### src/rtl/csa_pkg.sv
// Shared constants and helpers for the carry-save decoder.
// Holds the default operand width, the segment count, the resulting segment
// width, and constant functions that build signed min/max bit patterns.
package csa_pkg;

    localparam int CSA_WIDTH = 32;
    localparam int CSA_SEGS  = 4;
    localparam int CSA_SEG_W = CSA_WIDTH / CSA_SEGS;

    // Widest result the min/max helpers can describe; callers size-cast down.
    localparam int CSA_MAX_W = 128;

    // Largest signed value at width w: 0 followed by w-1 ones.
    function automatic logic [CSA_MAX_W-1:0] csa_smax(input int w);
        logic [CSA_MAX_W-1:0] r;
        r = '0;
        for (int i = 0; i < CSA_MAX_W; i++) begin
            r[i] = (i < w - 1);
        end
        return r;
    endfunction

    // Smallest signed value at width w: 1 followed by w-1 zeros.
    function automatic logic [CSA_MAX_W-1:0] csa_smin(input int w);
        logic [CSA_MAX_W-1:0] r;
        r = '0;
        for (int i = 0; i < CSA_MAX_W; i++) begin
            r[i] = (i == w - 1);
        end
        return r;
    endfunction

endpackage

### src/rtl/csa_seg_stage.sv
// One carry-propagate segment of the decoder pipeline.
// Adds the operand slice [LO +: N] plus the carry handed over by the previous
// segment, then registers the whole token (operands, partial sum, carry-out)
// together with its valid bit. The stage loads whenever it is empty or the
// next stage is taking its current token, so bubbles collapse.
module csa_seg_stage
    import csa_pkg::*;
#(
    parameter int WIDTH = CSA_WIDTH,
    parameter int LO    = 0,
    parameter int N     = CSA_SEG_W
) (
    input  logic             i_clkp,
    input  logic             i_rst,
    input  logic             i_valid,
    output logic             o_ready,
    input  logic             i_nxt_ready,
    input  logic [WIDTH+1:0] i_a,
    input  logic [WIDTH+1:0] i_b,
    input  logic [WIDTH+1:0] i_sum,
    input  logic             i_cin,
    output logic             o_valid,
    output logic [WIDTH+1:0] o_a,
    output logic [WIDTH+1:0] o_b,
    output logic [WIDTH+1:0] o_sum,
    output logic             o_cout
);

    logic [N:0]       seg_d;
    logic [WIDTH+1:0] sum_d;
    logic             valid_q;
    logic [WIDTH+1:0] a_q;
    logic [WIDTH+1:0] b_q;
    logic [WIDTH+1:0] sum_q;
    logic             cout_q;

    assign o_ready = ~valid_q | i_nxt_ready;

    // Resolve this segment's slice and splice it into the partial sum.
    always_comb begin
        seg_d = {1'b0, i_a[LO +: N]} + {1'b0, i_b[LO +: N]} + {{N{1'b0}}, i_cin};
        sum_d = i_sum;
        sum_d[LO +: N] = seg_d[N-1:0];
    end

    // Token register: advance when empty or when the next stage drains us.
    always_ff @(posedge i_clkp or posedge i_rst) begin
        if (i_rst) begin
            valid_q <= 1'b0;
            a_q     <= '0;
            b_q     <= '0;
            sum_q   <= '0;
            cout_q  <= 1'b0;
        end else if (o_ready) begin
            valid_q <= i_valid;
            if (i_valid) begin
                a_q    <= i_a;
                b_q    <= i_b;
                sum_q  <= sum_d;
                cout_q <= seg_d[N];
            end
        end
    end

    assign o_valid = valid_q;
    assign o_a     = a_q;
    assign o_b     = b_q;
    assign o_sum   = sum_q;
    assign o_cout  = cout_q;

endmodule

### src/rtl/csa_decoder.sv
// Carry-save to two's-complement decoder.
// Resolves V = signed(i_d) + 2*signed(i_c) in WIDTH+2 bits across SEGS
// pipelined segments with valid/ready flow control. o_ovf flags results
// outside the signed WIDTH range; o_sum wraps by default.
// Build option CSA_DECODER_SAT_EN: adds one output register that clamps
// o_sum to the signed min/max on overflow (latency SEGS+1 instead of SEGS).
module csa_decoder
    import csa_pkg::*;
#(
    parameter int WIDTH = CSA_WIDTH,
    parameter int SEGS  = CSA_SEGS
) (
    input  logic             i_clkp,
    input  logic             i_rst,
    input  logic             i_valid,
    output logic             o_ready,
    input  logic [WIDTH-1:0] i_d,
    input  logic [WIDTH-1:0] i_c,
    output logic             o_valid,
    input  logic             i_ready,
    output logic [WIDTH-1:0] o_sum,
    output logic             o_ovf
);

    localparam int SEG_W = WIDTH / SEGS;
    localparam int XW    = WIDTH + 2;

    logic [SEGS-1:0]         st_valid;
    logic [SEGS-1:0]         st_ready;
    logic [SEGS-1:0]         st_cout;
    logic [SEGS-1:0][XW-1:0] st_a;
    logic [SEGS-1:0][XW-1:0] st_b;
    logic [SEGS-1:0][XW-1:0] st_sum;
    logic                    last_nxt_ready;
    logic [XW-1:0]           a_in;
    logic [XW-1:0]           b_in;
    logic [XW-1:0]           last_sum;
    logic                    ovf_d;
    logic                    unused_tail;

    // Sign-extend the sum vector; the carry vector carries weight 2^(i+1).
    assign a_in = {{2{i_d[WIDTH-1]}}, i_d};
    assign b_in = {i_c[WIDTH-1], i_c, 1'b0};

    for (genvar k = 0; k < SEGS; k++) begin : g_seg
        // The last segment also resolves the two guard bits used for overflow.
        localparam int LO = k * SEG_W;
        localparam int N  = (k == SEGS - 1) ? SEG_W + 2 : SEG_W;

        logic          in_valid;
        logic          in_cin;
        logic          nxt_ready;
        logic [XW-1:0] in_a;
        logic [XW-1:0] in_b;
        logic [XW-1:0] in_sum;

        if (k == 0) begin : g_head
            assign in_valid = i_valid;
            assign in_a     = a_in;
            assign in_b     = b_in;
            assign in_sum   = '0;
            assign in_cin   = 1'b0;
        end else begin : g_body
            assign in_valid = st_valid[k-1];
            assign in_a     = st_a[k-1];
            assign in_b     = st_b[k-1];
            assign in_sum   = st_sum[k-1];
            assign in_cin   = st_cout[k-1];
        end

        if (k == SEGS - 1) begin : g_tail
            assign nxt_ready = last_nxt_ready;
        end else begin : g_mid
            assign nxt_ready = st_ready[k+1];
        end

        csa_seg_stage #(
            .WIDTH (WIDTH),
            .LO    (LO),
            .N     (N)
        ) u_stage (
            .i_clkp      (i_clkp),
            .i_rst       (i_rst),
            .i_valid     (in_valid),
            .o_ready     (st_ready[k]),
            .i_nxt_ready (nxt_ready),
            .i_a         (in_a),
            .i_b         (in_b),
            .i_sum       (in_sum),
            .i_cin       (in_cin),
            .o_valid     (st_valid[k]),
            .o_a         (st_a[k]),
            .o_b         (st_b[k]),
            .o_sum       (st_sum[k]),
            .o_cout      (st_cout[k])
        );
    end

    assign o_ready  = st_ready[0];
    assign last_sum = st_sum[SEGS-1];

    // In range iff the two guard bits match the WIDTH-bit sign bit.
    assign ovf_d = ~((&last_sum[XW-1:WIDTH-1]) | ~(|last_sum[XW-1:WIDTH-1]));

    // The final token's operands and carry-out are fully consumed already.
    assign unused_tail = ^{st_a[SEGS-1], st_b[SEGS-1], st_cout[SEGS-1]};

`ifdef CSA_DECODER_SAT_EN
    localparam logic [WIDTH-1:0] SMAX = WIDTH'(csa_smax(WIDTH));
    localparam logic [WIDTH-1:0] SMIN = WIDTH'(csa_smin(WIDTH));

    logic             sat_valid_q;
    logic [WIDTH-1:0] sat_sum_q;
    logic             sat_ovf_q;
    logic [WIDTH-1:0] sat_sum_d;

    assign last_nxt_ready = ~sat_valid_q | i_ready;

    // Clamp toward the sign of the true value when it overflowed.
    always_comb begin
        sat_sum_d = last_sum[WIDTH-1:0];
        if (ovf_d) begin
            sat_sum_d = last_sum[XW-1] ? SMIN : SMAX;
        end
    end

    // Saturating output register, same load rule as the segment stages.
    always_ff @(posedge i_clkp or posedge i_rst) begin
        if (i_rst) begin
            sat_valid_q <= 1'b0;
            sat_sum_q   <= '0;
            sat_ovf_q   <= 1'b0;
        end else if (last_nxt_ready) begin
            sat_valid_q <= st_valid[SEGS-1];
            if (st_valid[SEGS-1]) begin
                sat_sum_q <= sat_sum_d;
                sat_ovf_q <= ovf_d;
            end
        end
    end

    assign o_valid = sat_valid_q;
    assign o_sum   = sat_sum_q;
    assign o_ovf   = sat_ovf_q;
`else
    assign last_nxt_ready = i_ready;
    assign o_valid        = st_valid[SEGS-1];
    assign o_sum          = last_sum[WIDTH-1:0];
    assign o_ovf          = ovf_d;
`endif

endmodule

### config.mk
export PLATFORM = sky130hd
export DESIGN_NAME = csa_decoder
export DESIGN_NICKNAME = d
export VERILOG_FILES = /design/src/rtl/csa_pkg.sv /design/src/rtl/csa_seg_stage.sv /design/src/rtl/csa_decoder.sv
export SDC_FILE = /design/constraint.sdc
export NUM_CORES = 1
export LEC_CHECK = 0
export BUFFER_PORTS_ARGS = -buffer_cell sky130_fd_sc_hd__buf_2
export CAP_MARGIN = 10
export CORE_MARGIN = 8
export CORE_UTILIZATION = 53
export DETAILED_ROUTE_END_ITERATION = 12
export GPL_TIMING_DRIVEN = 0
export PLACE_DENSITY = 0.74
export SLEW_MARGIN = 20
export SYNTH_ARGS = -nofsm -noshare
export SYNTH_HDL_FRONTEND = slang
export SYNTH_SLANG_ARGS = --single-unit
### constraint.sdc
create_clock -name i_clkp -period 8.4 [get_ports i_clkp]
set_input_delay 2.1 -clock i_clkp [delete_from_list [all_inputs] [get_ports i_clkp]]
set_output_delay 2.1 -clock i_clkp [all_outputs]
set_load 0.02 [all_outputs]
# Yosys cells after proc, flatten, opt, wreduce, memory -nomap -nowiden
# Cells that the tools add are included.
totals:
  input_bits: 68
  ram_bits: 0
  latchBits: 0
  memories: 0
  ff_bits: 281
  rom_bits: 0
  elab_cells: 41
op_classes:
  bitwise: 11
  div: 0
  addsub: 7
  magnitude_cmp: 0
  shifts: 0
  n_mul: 0
  n_reduce_logical: 6
  muxes: 0
  n_eq_ne: 0
ops:
  columns: ["cell", "n"]
  rows:
  - ["$add A8 B8 Y9", 3]
  - ["$add A9 B1 Y9", 2]
  - ["$add A10 B1 Y10", 1]
  - ["$add A8 B9 Y10", 1]
  - ["$reduce_and A2 Y1", 4]
  - ["$not A1 Y1", 6]
  - ["$or A1 B1 Y1", 5]
  - ["$reduce_and A3 Y1", 1]
  - ["$reduce_or A3 Y1", 1]

# Logic depth before layout (Yosys ltp)
# Gate-level depths: netlist of the first run.
logic_depth:
  word_depth: 6
  depth_mapped: 8
  depth_no_buf: 8

# Cells and area by module
# From an unflattened synthesis of the first run, not the netlist that was laid out.
unflattened:
  cells_unflattened: 1918
  hier_area_um2: 17165.2
modules_own_cells:
  columns: ["mod", "n_inst", "seq_area_each_um2", "area_each_um2", "cells_each"]
  rows:
  - ["csa_seg_stage (g_seg[3].u_stage)", 1, 2602.5, 4316.6, 485]
  - ["csa_seg_stage (g_seg[0].u_stage)", 1, 2602.5, 4309.1, 478]
  - ["csa_seg_stage (g_seg[1].u_stage)", 1, 2602.5, 4269.1, 475]
  - ["csa_seg_stage (g_seg[2].u_stage)", 1, 2602.5, 4246.6, 476]
  - ["csa_decoder", 1, 0.0, 23.8, 4]

# Least setup slack after synthesis of the first run
# No wires, ideal clock.
synth_path:
  path_type: "input port to output port"
  start: "in i_ready"
  end: "out o_ready"
  required_time_ns: 6.300
  t_arrival_ns: 2.528
  path_buffers: 0
  slack_ns: 3.772
  cell_stages: 2
  path_cell_list: "nor2b_4 nand4_1"
synth_via:
  elab_chain_len: 4
synth_rtl:
  columns: ["element", "line", "text"]
  rows:
  - ["start: declaration", "csa_decoder.sv:20", "input logic i_ready,"]
  - ["$or A1 B1 Y1 (4 in a row)", "csa_seg_stage.sv:37", "assign o_ready = ~valid_q | i_nxt_ready;"]
  - ["end: declaration", "csa_decoder.sv:16", "output logic o_ready,"]
# No other way between the ends.

# Worst setup path in the final report of the first run
# Ends and elaborated chain as after synthesis.

==> results.md, run 1 <==
* Placed Cells at 943
* Worst Max-Slew Pin Slew at 0.434 ns
* Global-route wire length before repair at 27.6 mm
* Max H-tree Level at 4
* Leading area contributor after synthesis: dfrtp_1
* Fraction of power consumed by combinational cells at 35.0%
* Largest cells by area after synthesis: dfrtp_1 56%, mux2_2 20%, ha_1 4.3%
* Clock buffers created by TritonCTS at 17
* Share of synthesized registers carrying an async set or reset at 100%
* Yosys top cell area share at 55.7%
* Number of cells on the worst reg-to-reg path at 7
* Crit end category: output pin
* Static leakage at 4.57 nW
* RSZ-0062 raised after global routing: false
* Row Count at 46
* Count of input and output buffers at 102
* Number of setup buffers added after CTS at 0
* Top layer reached by signal wires: met4
* Maximum number of pins on one net before global-route repair at 90
* Clock Tree Root: clkbuf_16
* Peak supply drop at 0.161 mV
* Count leader, synth: dfrtp_1
* Netlist Area Pre-Place at 0.00845 mm2
* Summed negative setup slack over all endpoints at 0 ns
* Clock latency reported for the late side of the worst-skew pair at 0.42 ns
* Clock tree sinks at 188
* Routed wirelength normalized by instance count at 17.1 um
* Length of the first detailed-routing pass in iterations at 4
* Peak fanout along the critical path at 3
* Final Non-Filler Cells at 975
* Run status: complete, no violations
* # Max-Cap Violations at 0
* Wire length after detailed routing at 16.6 mm
* WP data required at 6.30 ns
* Starting density of the core at 53.8%
* Total half-perimeter wirelength after legalization and detailed placement at 12.2 mm
* Ratio of total power to cell area at 340 mW/mm2
* Reported net switching power at 0.00107 W
* Clock share of power at 24.0%
* Initial detailed-routing violation count at 253
* Headroom to the max-slew limit at 70.8%
* Via density per instance at 5.18
* Initial antenna violation count at 0
* Global placement routability congestion at 0.814
* CTS clock-pin slew for the worst setup and hold paths at 0.07 ns
* Total of cells resized after clock tree synthesis at 0
* Antenna diode count at 0
* DRC violations left at 0
* Sequential-to-total area share from yosys stat at 55.7%
* Vias in the first global route at 5626
* Capturing point of the worst reg2reg path: g_seg[1].u_stage.o_sum[14]$_DFFE_PP0P_
* Worst clock skew at 0.00810 ns
* Layout area overhead at 17.0%
* Fmax at 0.203 GHz
* #FFs+latches synth at 188
* Proportion of layout cells with a drive suffix above 1 at 45.7%
* Minimum setup slack after placement at 3.45 ns
* Type of element launching the critical path: primary input
* Count of final max-slew check failures at 0
* Max Buffers Root-to-Sink at 2
* Number of antenna-violating nets in the routed design at 0
* Post-synthesis average cell area at 13.6 um2
* Cell count after synthesis at 623
* Final critical path time including I/O delays and setup at 4.94 ns
* Sw Ratio at 31.9%
* Final Util at 62.9%
* Arrival @ worst endpoint at 2.84 ns
* Sequential cell fraction of total power at 41.0%
* Number of primary I/O pins at 103
* Die Footprint at 0.0202 mm2
* Metal1 wirelength at 7.14 mm
* Most used DFF post-synth: dfrtp_1
* Number of nets produced by synthesis at 727
* Leading cell types by count after synthesis: 188 x dfrtp_1, 153 x mux2_2, 36 x buf_4
* Width of the die at 142 um
* Routed length on met3 at 659 um
* Final hold violation count at 0
* Worst-case hold path end point: g_seg[3].u_stage.o_sum[29]$_DFFE_PP0P_
* Cell-internal power at 0.00229 W
* Launch instance of the worst min-delay path: g_seg[3].u_stage.o_sum[29]$_DFFE_PP0P_
* Hold path cells at 2
* Number of warnings reported in the yosys synthesis log at 0
* Number of enable-type register cells in the synthesized netlist at 0
* Total length of routed met2 wires at 8.57 mm
* Vias at 5053
* Slack of the worst reg-to-reg path at 5.95 ns
* Height of the die at 142 um
* Final count of negative-setup-slack endpoints at 0
* Start of the worst register-to-register path: g_seg[0].u_stage.o_cout$_DFFE_PP0P_
* All-Layer GR Usage at 17.5%
* Worst hold path type: register to register
* Number of distinct library cells after synthesis at 48
* CTS tree: built
* Placeable core region at 0.0157 mm2
* Net count of the finished layout at 850
* Count of hold-fix buffers inserted at cts at 0
* Setup slack after layout at 3.46 ns
* Overflow after GRT at 0
* Portion of the clock cycle consumed by the worst path in the final layout at 58.8%
* Worst setup path category: primary input to output pin
worst max-delay path, stage by stage:
cell	delay, ns
buf_2	0.13
nor2b_4	0.12
nand4_1	0.24
buf_2	0.25
worst max path at each step:
stage,from,end,cells past startpoint
2_1_floorplan,i_rst,g_seg[0].u_stage.o_a[0]$_DFFE_PP0P_,1
3_3_place_gp,i_rst,g_seg[1].u_stage.o_b[20]$_DFFE_PP0P_,2
3_5_place_dp,i_ready,o_ready,4
4_1_cts,i_ready,o_ready,4
5_1_grt,i_ready,o_ready,4
6_report,i_ready,o_ready,4
stage by stage:
stage               hold WS [ns]  total power (W)  instance area (um2)
floorplan                  0.445          0.00226                 8450
global placement           0.458          0.00250                 9230
detailed placement         0.466          0.00257                 9290
CTS                        0.485          0.00339                 9880
global route               0.499          0.00358                 9880
finish                     0.480          0.00336                 9880
power by group through the flow:
stage                     sequential (W)  clock (W)  combinational, W
after floorplan                  0.00133          0          0.000924
final                            0.00138   0.000808           0.00118
after global placement           0.00138          0           0.00112
after CTS                        0.00138   0.000823           0.00119
after global routing             0.00142   0.000865           0.00130
after detailed placement         0.00140          0           0.00117
state kept, by name, summed over array words and instances, names as in the netlist:
| register | count |
|---|---|
| g_seg.u_stage.o_a | 51 |
| g_seg.u_stage.o_valid | 4 |
| g_seg.u_stage.o_sum | 79 |
| g_seg.u_stage.o_b | 51 |
| g_seg.u_stage.o_cout | 3 |
cell usage in the layout, fill, tap and decap left out, types with 2 or more instances in the layout:
cell type / count
a211oi_1: 8
nor3_1: 5
inv_1: 12
clkbuf_16: 17
dfrtp_1: 188
mux2_2: 153
and3_1: 2
clkbuf_1: 4
o21ai_0: 34
nor2b_4: 2
bufinv_16: 3
buf_6: 5
xor2_1: 12
ha_1: 29
a21o_1: 6
nor2_1: 13
o21a_1: 6
fa_1: 7
clkinvlp_4: 4
buf_4: 36
o31ai_1: 7
nand2_1: 33
buf_2: 113
xnor2_1: 2
buf_16: 2
o211ai_1: 2
nand2b_1: 10
a21oi_1: 14
clkinv_2: 3
cells by family after synthesis:
family                     after synthesis  share of synthesized area (%)
AOI/OAI and AO/OA                       92                           7.02
xor gates and xnor gates                14                           1.45
adders and majority gates               36                           5.95
buffers and inverters                   66                           5.14
DFF                                    188                           55.7
muxes                                  154                           20.5
and+or+nand+nor                         73                           4.21
per-layer routing:
metal	track usage, %	vias to the layer above
met4	6.56	0
met2	30.2	102
met5	0	-
met3	3.82	21
met1	21.0	2516
li1	-	2414
layout make-up:
type | count | area [um2]
Clock buffer | 21 | 450
Buffer | 53 | 385
Timing Repair Buffer | 104 | 566
Fill cell | 1211 | 5830
Sequential cell | 188 | 4700
Multi-Input combinational cell | 369 | 3310
Inverter | 13 | 56.3
Clock inverter | 11 | 144
Tap cell | 216 | 270
No activity file was read; power rests on OpenSTA's default activity.
==> run 2: changes to the inputs <==
--- a/config.mk
+++ b/config.mk
@@ -8,10 +8,10 @@
 export BUFFER_PORTS_ARGS = -buffer_cell sky130_fd_sc_hd__buf_2
 export CAP_MARGIN = 10
 export CORE_MARGIN = 8
-export CORE_UTILIZATION = 53
+export CORE_UTILIZATION = 52
 export DETAILED_ROUTE_END_ITERATION = 12
 export GPL_TIMING_DRIVEN = 0
-export PLACE_DENSITY = 0.74
+export PLACE_DENSITY = 0.75
 export SLEW_MARGIN = 20
 export SYNTH_ARGS = -nofsm -noshare
 export SYNTH_HDL_FRONTEND = slang
==> constraint.sdc (replaced) <==
create_clock -name i_clkp -period 4.1 [get_ports i_clkp]
set_input_delay 1.025 -clock i_clkp [delete_from_list [all_inputs] [get_ports i_clkp]]
set_output_delay 1.025 -clock i_clkp [all_outputs]
set_load 0.02 [all_outputs]
==> results.md, run 2 (synthesis gave the netlist of run 1 again) <==
* Max Buffers Root-to-Sink at 2 (unchanged)
* Number of antenna-violating nets in the routed design at 0 (unchanged)
* Height of the die at 143 um (+0.85%)
* Final Non-Filler Cells at 973 (-0.21%)
* DRC violations left at 0 (unchanged)
* Count of input and output buffers at 102 (unchanged)
* Startpoint of the most critical setup path: i_ready
* Initial antenna violation count at 0 (unchanged)
* Portion of the clock cycle consumed by the worst path in the final layout at 68.1%
* Placeable core region at 0.0159 mm2 (+1.1%)
* Width of the die at 143 um (+0.85%)
* Met1 layer usage reported by global route at 20.3% (-0.65 points)
* Total of fill cells in the finished design at 1275 (+5.3%)
* Peak fanout along the critical path at 3 (unchanged)
* Peak-usage layer in the global routing report: met2
* Peak supply drop at 0.339 mV (+110%)
* CTS clock-pin slew for the worst setup and hold paths at 0.06 ns (about the same)
* Proportion of layout cells with a drive suffix above 1 at 45.6% (-0.14 points)
* Critical-path cell list: buf_2 -> nor2b_4 -> nand4_1 -> buf_2
* Routed wirelength normalized by instance count at 17.2 um (+0.58%)
* Met3 global-route usage at 3.82% (-0.0087 points)
* Summed negative setup slack over all endpoints at 0 ns (unchanged)
* CP bufs+invs at 2 (unchanged)
* Highest-delay cell along the critical path: buf_2
* Final count of negative-setup-slack endpoints at 0 (unchanged)
* Row Count at 46 (unchanged)
* Count of final max-slew check failures at 0 (unchanged)
* Most common cell after layout, fill and taps aside: dfrtp_1
* CP top delay family: buffers and inverters
* Max reg flops at 79 (unchanged)
* Placed Cells at 946 (+0.32%)
* Clock Tree Root: clkbuf_16
* Clock buffers created by TritonCTS at 17 (unchanged)
* Total of cells resized after clock tree synthesis at 0 (unchanged)
* Wire length after detailed routing at 16.7 mm (+0.37%)
* Antenna diode count at 0 (unchanged)
* Number of setup buffers added after CTS at 0 (unchanged)
* CTS tree: built
* Length of the first detailed-routing pass in iterations at 4 (unchanged)
* Setup slack after layout at 1.31 ns (-2.15 ns)
* Area taken by flip-flops and latches at 0.00470 mm2 (unchanged)
* Die Footprint at 0.0206 mm2 (+1.7%)
* Number of primary I/O pins at 103 (unchanged)
* Type of element launching the critical path: primary input
* Worst hold path type: register to register
* Clock tree sinks at 188 (unchanged)
* Maximum number of pins on one net before global-route repair at 37 (-59%)
* Worst setup path category: primary input to output pin
* Net count of the finished layout at 853 (+0.35%)
* Worst path depth at 4 (unchanged)
* Max H-tree Level at 4 (unchanged)
* Static leakage at 4.56 nW (-0.22%)
* # Max-Cap Violations at 0 (unchanged)
* Crit end category: output pin
* Worst stage delay on the critical path at 0.25 ns (about the same)
* Launch instance of the worst min-delay path: g_seg[1].u_stage.o_sum[11]$_DFFE_PP0P_
* Count of hold-fix buffers inserted at cts at 0 (unchanged)
* Clock latency reported for the late side of the worst-skew pair at 0.42 ns (about the same)
* Commonest non-fill, non-tap cells in the layout: 188 x dfrtp_1, 153 x mux2_2, 113 x buf_2
* Number of cells on the worst reg-to-reg path at 7 (unchanged)
* Start of the worst register-to-register path: g_seg[0].u_stage.o_cout$_DFFE_PP0P_
* GR Layer Usage met2 at 30.8% (+0.59 points)
* Hold path cells at 2 (unchanged)
* Via density per instance at 5.19 (+0.11%)
* Total half-perimeter wirelength after legalization and detailed placement at 12.7 mm (+4.2%)
* Ratio of total power to cell area at 681 mW/mm2 (+100%)
* Overflow after GRT at 0 (unchanged)
* Vias at 5048 (-0.099%)
* Starting density of the core at 53.2% (-0.58 points)
* Fmax at 0.358 GHz
* Global-route wire length before repair at 27.8 mm (+0.95%)
* Run status: complete, no violations
* Area of the multi-input gates at 0.00331 mm2 (unchanged)
* Headroom to the max-slew limit at 62.0% (-8.8 points)
* Most frequent CP cell: buf_2
* RSZ-0062 raised after global routing: false
* Global placement routability congestion at 0.840 (+3.2%)
* WP data required at 3.07 ns (-3.23 ns)
* Worst clock skew at 0.00530 ns (-0.00280 ns)
* Final hold violation count at 0 (unchanged)
* Minimum setup slack after placement at 1.28 ns (-2.17 ns)
* Arrival @ worst endpoint at 1.77 ns (-1.07 ns)
* Initial detailed-routing violation count at 177 (-30%)
* All-Layer GR Usage at 17.4% (-0.043 points)
* Layout area overhead at 16.5%
* Final critical path time including I/O delays and setup at 2.79 ns
* Worst Max-Slew Pin Slew at 0.569 ns (+0.135 ns)
* Slack of the worst reg-to-reg path at 1.67 ns (-4.28 ns)
* Vias in the first global route at 5642 (+0.28%)
## run 2: path summary, 6_finish.rpt
check | to
worst max-delay path | o_ready
worst min-delay path | g_seg[1].u_stage.o_sum[11]$_DFFE_PP0P_
worst max register to register | g_seg[1].u_stage.o_sum[14]$_DFFE_PP0P_
worst min register to register | g_seg[1].u_stage.o_sum[11]$_DFFE_PP0P_
max in group asynchronous | g_seg[0].u_stage.o_b[22]$_DFFE_PP0P_
min in group asynchronous | g_seg[3].u_stage.o_sum[2]$_DFFE_PP0P_
## run 2: layout make-up
type                    count  area share, %
well taps                 216           2.75
clock buffers              24           5.00
clock inverters             3          0.153
plain buffers              53           3.92
flip-flops and latches    188           47.8
multi-input cells         369           33.6
repair buffers            107           6.21
inverters                  13          0.534
## run 2: worst reg2reg max path: stages (launching register included)
cell and delay, ns:
dfrtp_1 0.41, fa_1 0.52, fa_1 0.43, a21o_1 0.21
a31oi_1 0.26, nand2b_1 0.10, a211oi_1 0.28, o31ai_1 0.10
## run 2: report_power, final
group	internal (W)	total [W]	switching, W
logic	0.00124	0.00241	0.00117
registers	0.00248	0.00283	0.000353
clock network	0.000820	0.00146	0.000636
total	0.00454	0.00670	0.00215
## run 2: routing by layer
layer | up-vias | wire (um)
met2 | 86 | 8690
met5 | - | 0
met4 | 0 | 369
met3 | 29 | 540
li1 | 2425 | -
met1 | 2508 | 7110
## run 2: stage by stage
stage | utilization (%) | area (um2) | hold slack, ns | power (W)
5_1_grt | 61.9 | 9840 | 0.511 | 0.00715
2_1_floorplan | - | 8450 | 0.445 | 0.00463
6_report | 61.9 | 9840 | 0.478 | 0.00670
3_5_place_dp | 58.7 | 9330 | 0.471 | 0.00530
4_1_cts | 61.9 | 9840 | 0.485 | 0.00676
3_3_place_gp | 58.1 | 9230 | 0.457 | 0.00513
==> run 3: changes to the inputs <==
==> constraint.sdc (replaced) <==
create_clock -name i_clkp -period 2.55 [get_ports i_clkp]
set_input_delay 0.6375 -clock i_clkp [delete_from_list [all_inputs] [get_ports i_clkp]]
set_output_delay 0.6375 -clock i_clkp [all_outputs]
set_load 0.02 [all_outputs]
==> results.md, run 3 (synthesis gave the netlist of run 1 again) <==
* Initial antenna violation count at 0 (unchanged)
* Arrival @ worst endpoint at 2.71 ns (+0.94 ns)
* Clock latency reported for the late side of the worst-skew pair at 0.42 ns (about the same)
* CTS clock-pin slew for the worst setup and hold paths at 0.06 ns (about the same)
* Final hold violation count at 0 (unchanged)
* Peak supply drop at 0.543 mV (+60%)
* Clock tree sinks at 188 (unchanged)
* Die Footprint at 0.0206 mm2 (unchanged)
* All-Layer GR Usage at 17.4% (unchanged)
* Final count of negative-setup-slack endpoints at 0 (unchanged)
* Commonest non-fill, non-tap cells in the layout: 188 x dfrtp_1, 153 x mux2_2, 113 x buf_2
* Peak fanout along the critical path at 3 (unchanged)
* Area of the multi-input gates at 0.00331 mm2 (+0.19%)
* Net count of the finished layout at 853 (unchanged)
* Worst clock skew at 0.00641 ns (+0.00112 ns)
* Number of setup buffers added after CTS at 0 (unchanged)
* # Max-Cap Violations at 0 (unchanged)
* Overflow after GRT at 0 (unchanged)
* Layout area overhead at 16.5% (about the same)
* Number of antenna-violating nets in the routed design at 0 (unchanged)
* Length of the first detailed-routing pass in iterations at 4 (unchanged)
* Routed wirelength normalized by instance count at 17.2 um (+0.10%)
* Start of the worst register-to-register path: g_seg[0].u_stage.o_cout$_DFFE_PP0P_
* Critical-path cell list: fa_1 -> fa_1 -> a21o_1 -> a31oi_2 -> nand2b_1 -> a211oi_1 -> o31ai_1
* Most common cell after layout, fill and taps aside: dfrtp_1
* Highest-delay cell along the critical path: fa_1
* GR Layer Usage met2 at 30.8% (unchanged)
* Max reg flops at 79 (unchanged)
* Via density per instance at 5.18 (about the same)
* Vias at 5044 (-0.079%)
* Setup slack after layout at 0.140 ns (-1.17 ns)
* Final-layout worst hold slack at 0.275 ns (-0.203 ns)
* Wire length after detailed routing at 16.7 mm (+0.10%)
* Initial detailed-routing violation count at 183 (+3.4%)
* Final critical path time including I/O delays and setup at 2.41 ns
* Met1 layer usage reported by global route at 20.3% (unchanged)
* Slack of the worst reg-to-reg path at 0.14 ns (-1.53 ns)
* Vias in the first global route at 5642 (unchanged)
* Starting density of the core at 53.2% (unchanged)
* Total of fill cells in the finished design at 1275 (unchanged)
* Placeable core region at 0.0159 mm2 (unchanged)
* Height of the die at 143 um (unchanged)
* Startpoint of the most critical setup path: g_seg[0].u_stage.o_cout$_DFFE_PP0P_
* Maximum number of pins on one net before global-route repair at 37 (unchanged)
* Worst hold path type: primary input to asynchronous set/reset pin
* Count of final max-slew check failures at 0 (unchanged)
* DRC violations left at 0 (unchanged)
* Portion of the clock cycle consumed by the worst path in the final layout at 94.5%
* Tot Pwr at 0.0108 W (+61%)
* Fmax at 0.415 GHz
* Crit end category: register
* Global-route wire length before repair at 27.8 mm (unchanged)
* Met3 global-route usage at 3.82% (unchanged)
* Final Util at 62.0% (about the same)
* Worst stage delay on the critical path at 0.52 ns (+0.27 ns)
* CTS tree: built
* Peak-usage layer in the global routing report: met2
* Max H-tree Level at 4 (unchanged)
* Number of primary I/O pins at 103 (unchanged)
* Worst Max-Slew Pin Slew at 0.570 ns (+0.00104 ns)
* RSZ-0062 raised after global routing: false
* Most frequent CP cell: fa_1
* Number of cells on the worst reg-to-reg path at 7 (unchanged)
* Row Count at 46 (unchanged)
* Clock Tree Root: clkbuf_16
* Count of input and output buffers at 102 (unchanged)
* Placement Cell Area at 0.00933 mm2 (unchanged)
* Run status: complete, no violations
* Minimum setup slack after placement at 0.102 ns (-1.18 ns)
* Clock buffers created by TritonCTS at 17 (unchanged)
* Total half-perimeter wirelength after legalization and detailed placement at 12.7 mm (unchanged)
* Width of the die at 143 um (unchanged)
* Capturing point of the worst reg2reg path: g_seg[1].u_stage.o_sum[14]$_DFFE_PP0P_
* Type of element launching the critical path: register
* Worst setup path category: register to register
* Area taken by flip-flops and latches at 0.00470 mm2 (unchanged)
* Proportion of layout cells with a drive suffix above 1 at 45.7% (+0.13 points)
* Headroom to the max-slew limit at 61.9% (-0.069 points)
* WP data required at 2.85 ns (-0.22 ns)
* Max Buffers Root-to-Sink at 2 (unchanged)
* Static leakage at 4.56 nW (about the same)
* Global placement routability congestion at 0.840 (unchanged)
* Antenna diode count at 0 (unchanged)
* Ratio of total power to cell area at 1090 mW/mm2 (+61%)
* CP endpoint: g_seg[1].u_stage.o_sum[14]$_DFFE_PP0P_
* Post-route design area at 0.00984 mm2 (about the same)
## run 3: cell counts in the layout (fill, tap and decap cells not counted)
No cell type changed its count.
## run 3: worst min-delay path by stage
stage / from / endpoint / cells past startpoint
finish: i_rst / g_seg[3].u_stage.o_sum[2]$_DFFE_PP0P_ / 2
global route: i_rst / g_seg[1].u_stage.o_sum[1]$_DFFE_PP0P_ / 2
CTS: i_rst / g_seg[3].u_stage.o_sum[6]$_DFFE_PP0P_ / 2
detailed placement: g_seg[1].u_stage.o_sum[11]$_DFFE_PP0P_ / g_seg[1].u_stage.o_sum[11]$_DFFE_PP0P_ / 2
global placement: g_seg[2].u_stage.o_sum[19]$_DFFE_PP0P_ / g_seg[2].u_stage.o_sum[19]$_DFFE_PP0P_ / 2
floorplan: g_seg[0].u_stage.o_sum[4]$_DFFE_PP0P_ / g_seg[0].u_stage.o_sum[4]$_DFFE_PP0P_ / 2
## run 3: power by group
part           leakage, nW  switching (W)  total [W]  internal, W
sequential            2.22       0.000565    0.00455      0.00399
combinational         2.09        0.00188    0.00388      0.00200
clock                0.254        0.00102    0.00234      0.00132
## run 3: area by class of cell
type / instances / area share, %
multi-input cells: 369 / 33.7
well taps: 216 / 2.75
plain buffers: 53 / 3.91
inverters: 13 / 0.534
flip-flops and latches: 188 / 47.8
repair buffers: 107 / 6.20
clock inverters: 3 / 0.153
clock buffers: 24 / 4.99
## run 3: stage by stage
stage / cells / TNS, ns
final: 973 / 0
after global routing: 973 / 0
after CTS: 973 / 0
after detailed placement: 946 / 0
after global placement: 941 / -266.17
after floorplan: 623 / -95.50
## run 3: what timing repair did
| action | 4_1_cts | 5_1_grt |
|---|---|---|
| setup endpoints to repair | 0 | 1 |
| hold buffers | 0 | 0 |
| resized for setup | 0 | 1 |
## run 3: critical path, delay by kind of cell, from the launching register on
family,cells,cell delay (ns)
adders and majority gates,2,0.95
and+or+nand+nor,1,0.09
AOI/OAI and AO/OA,4,0.84
DFF,1,0.41
## run 3: routing by layer
layer	wire, um	vias to the layer above
met2	8680	89
met4	386	0
li1	-	2427
met3	519	28
met1	7140	2500
met5	0	-
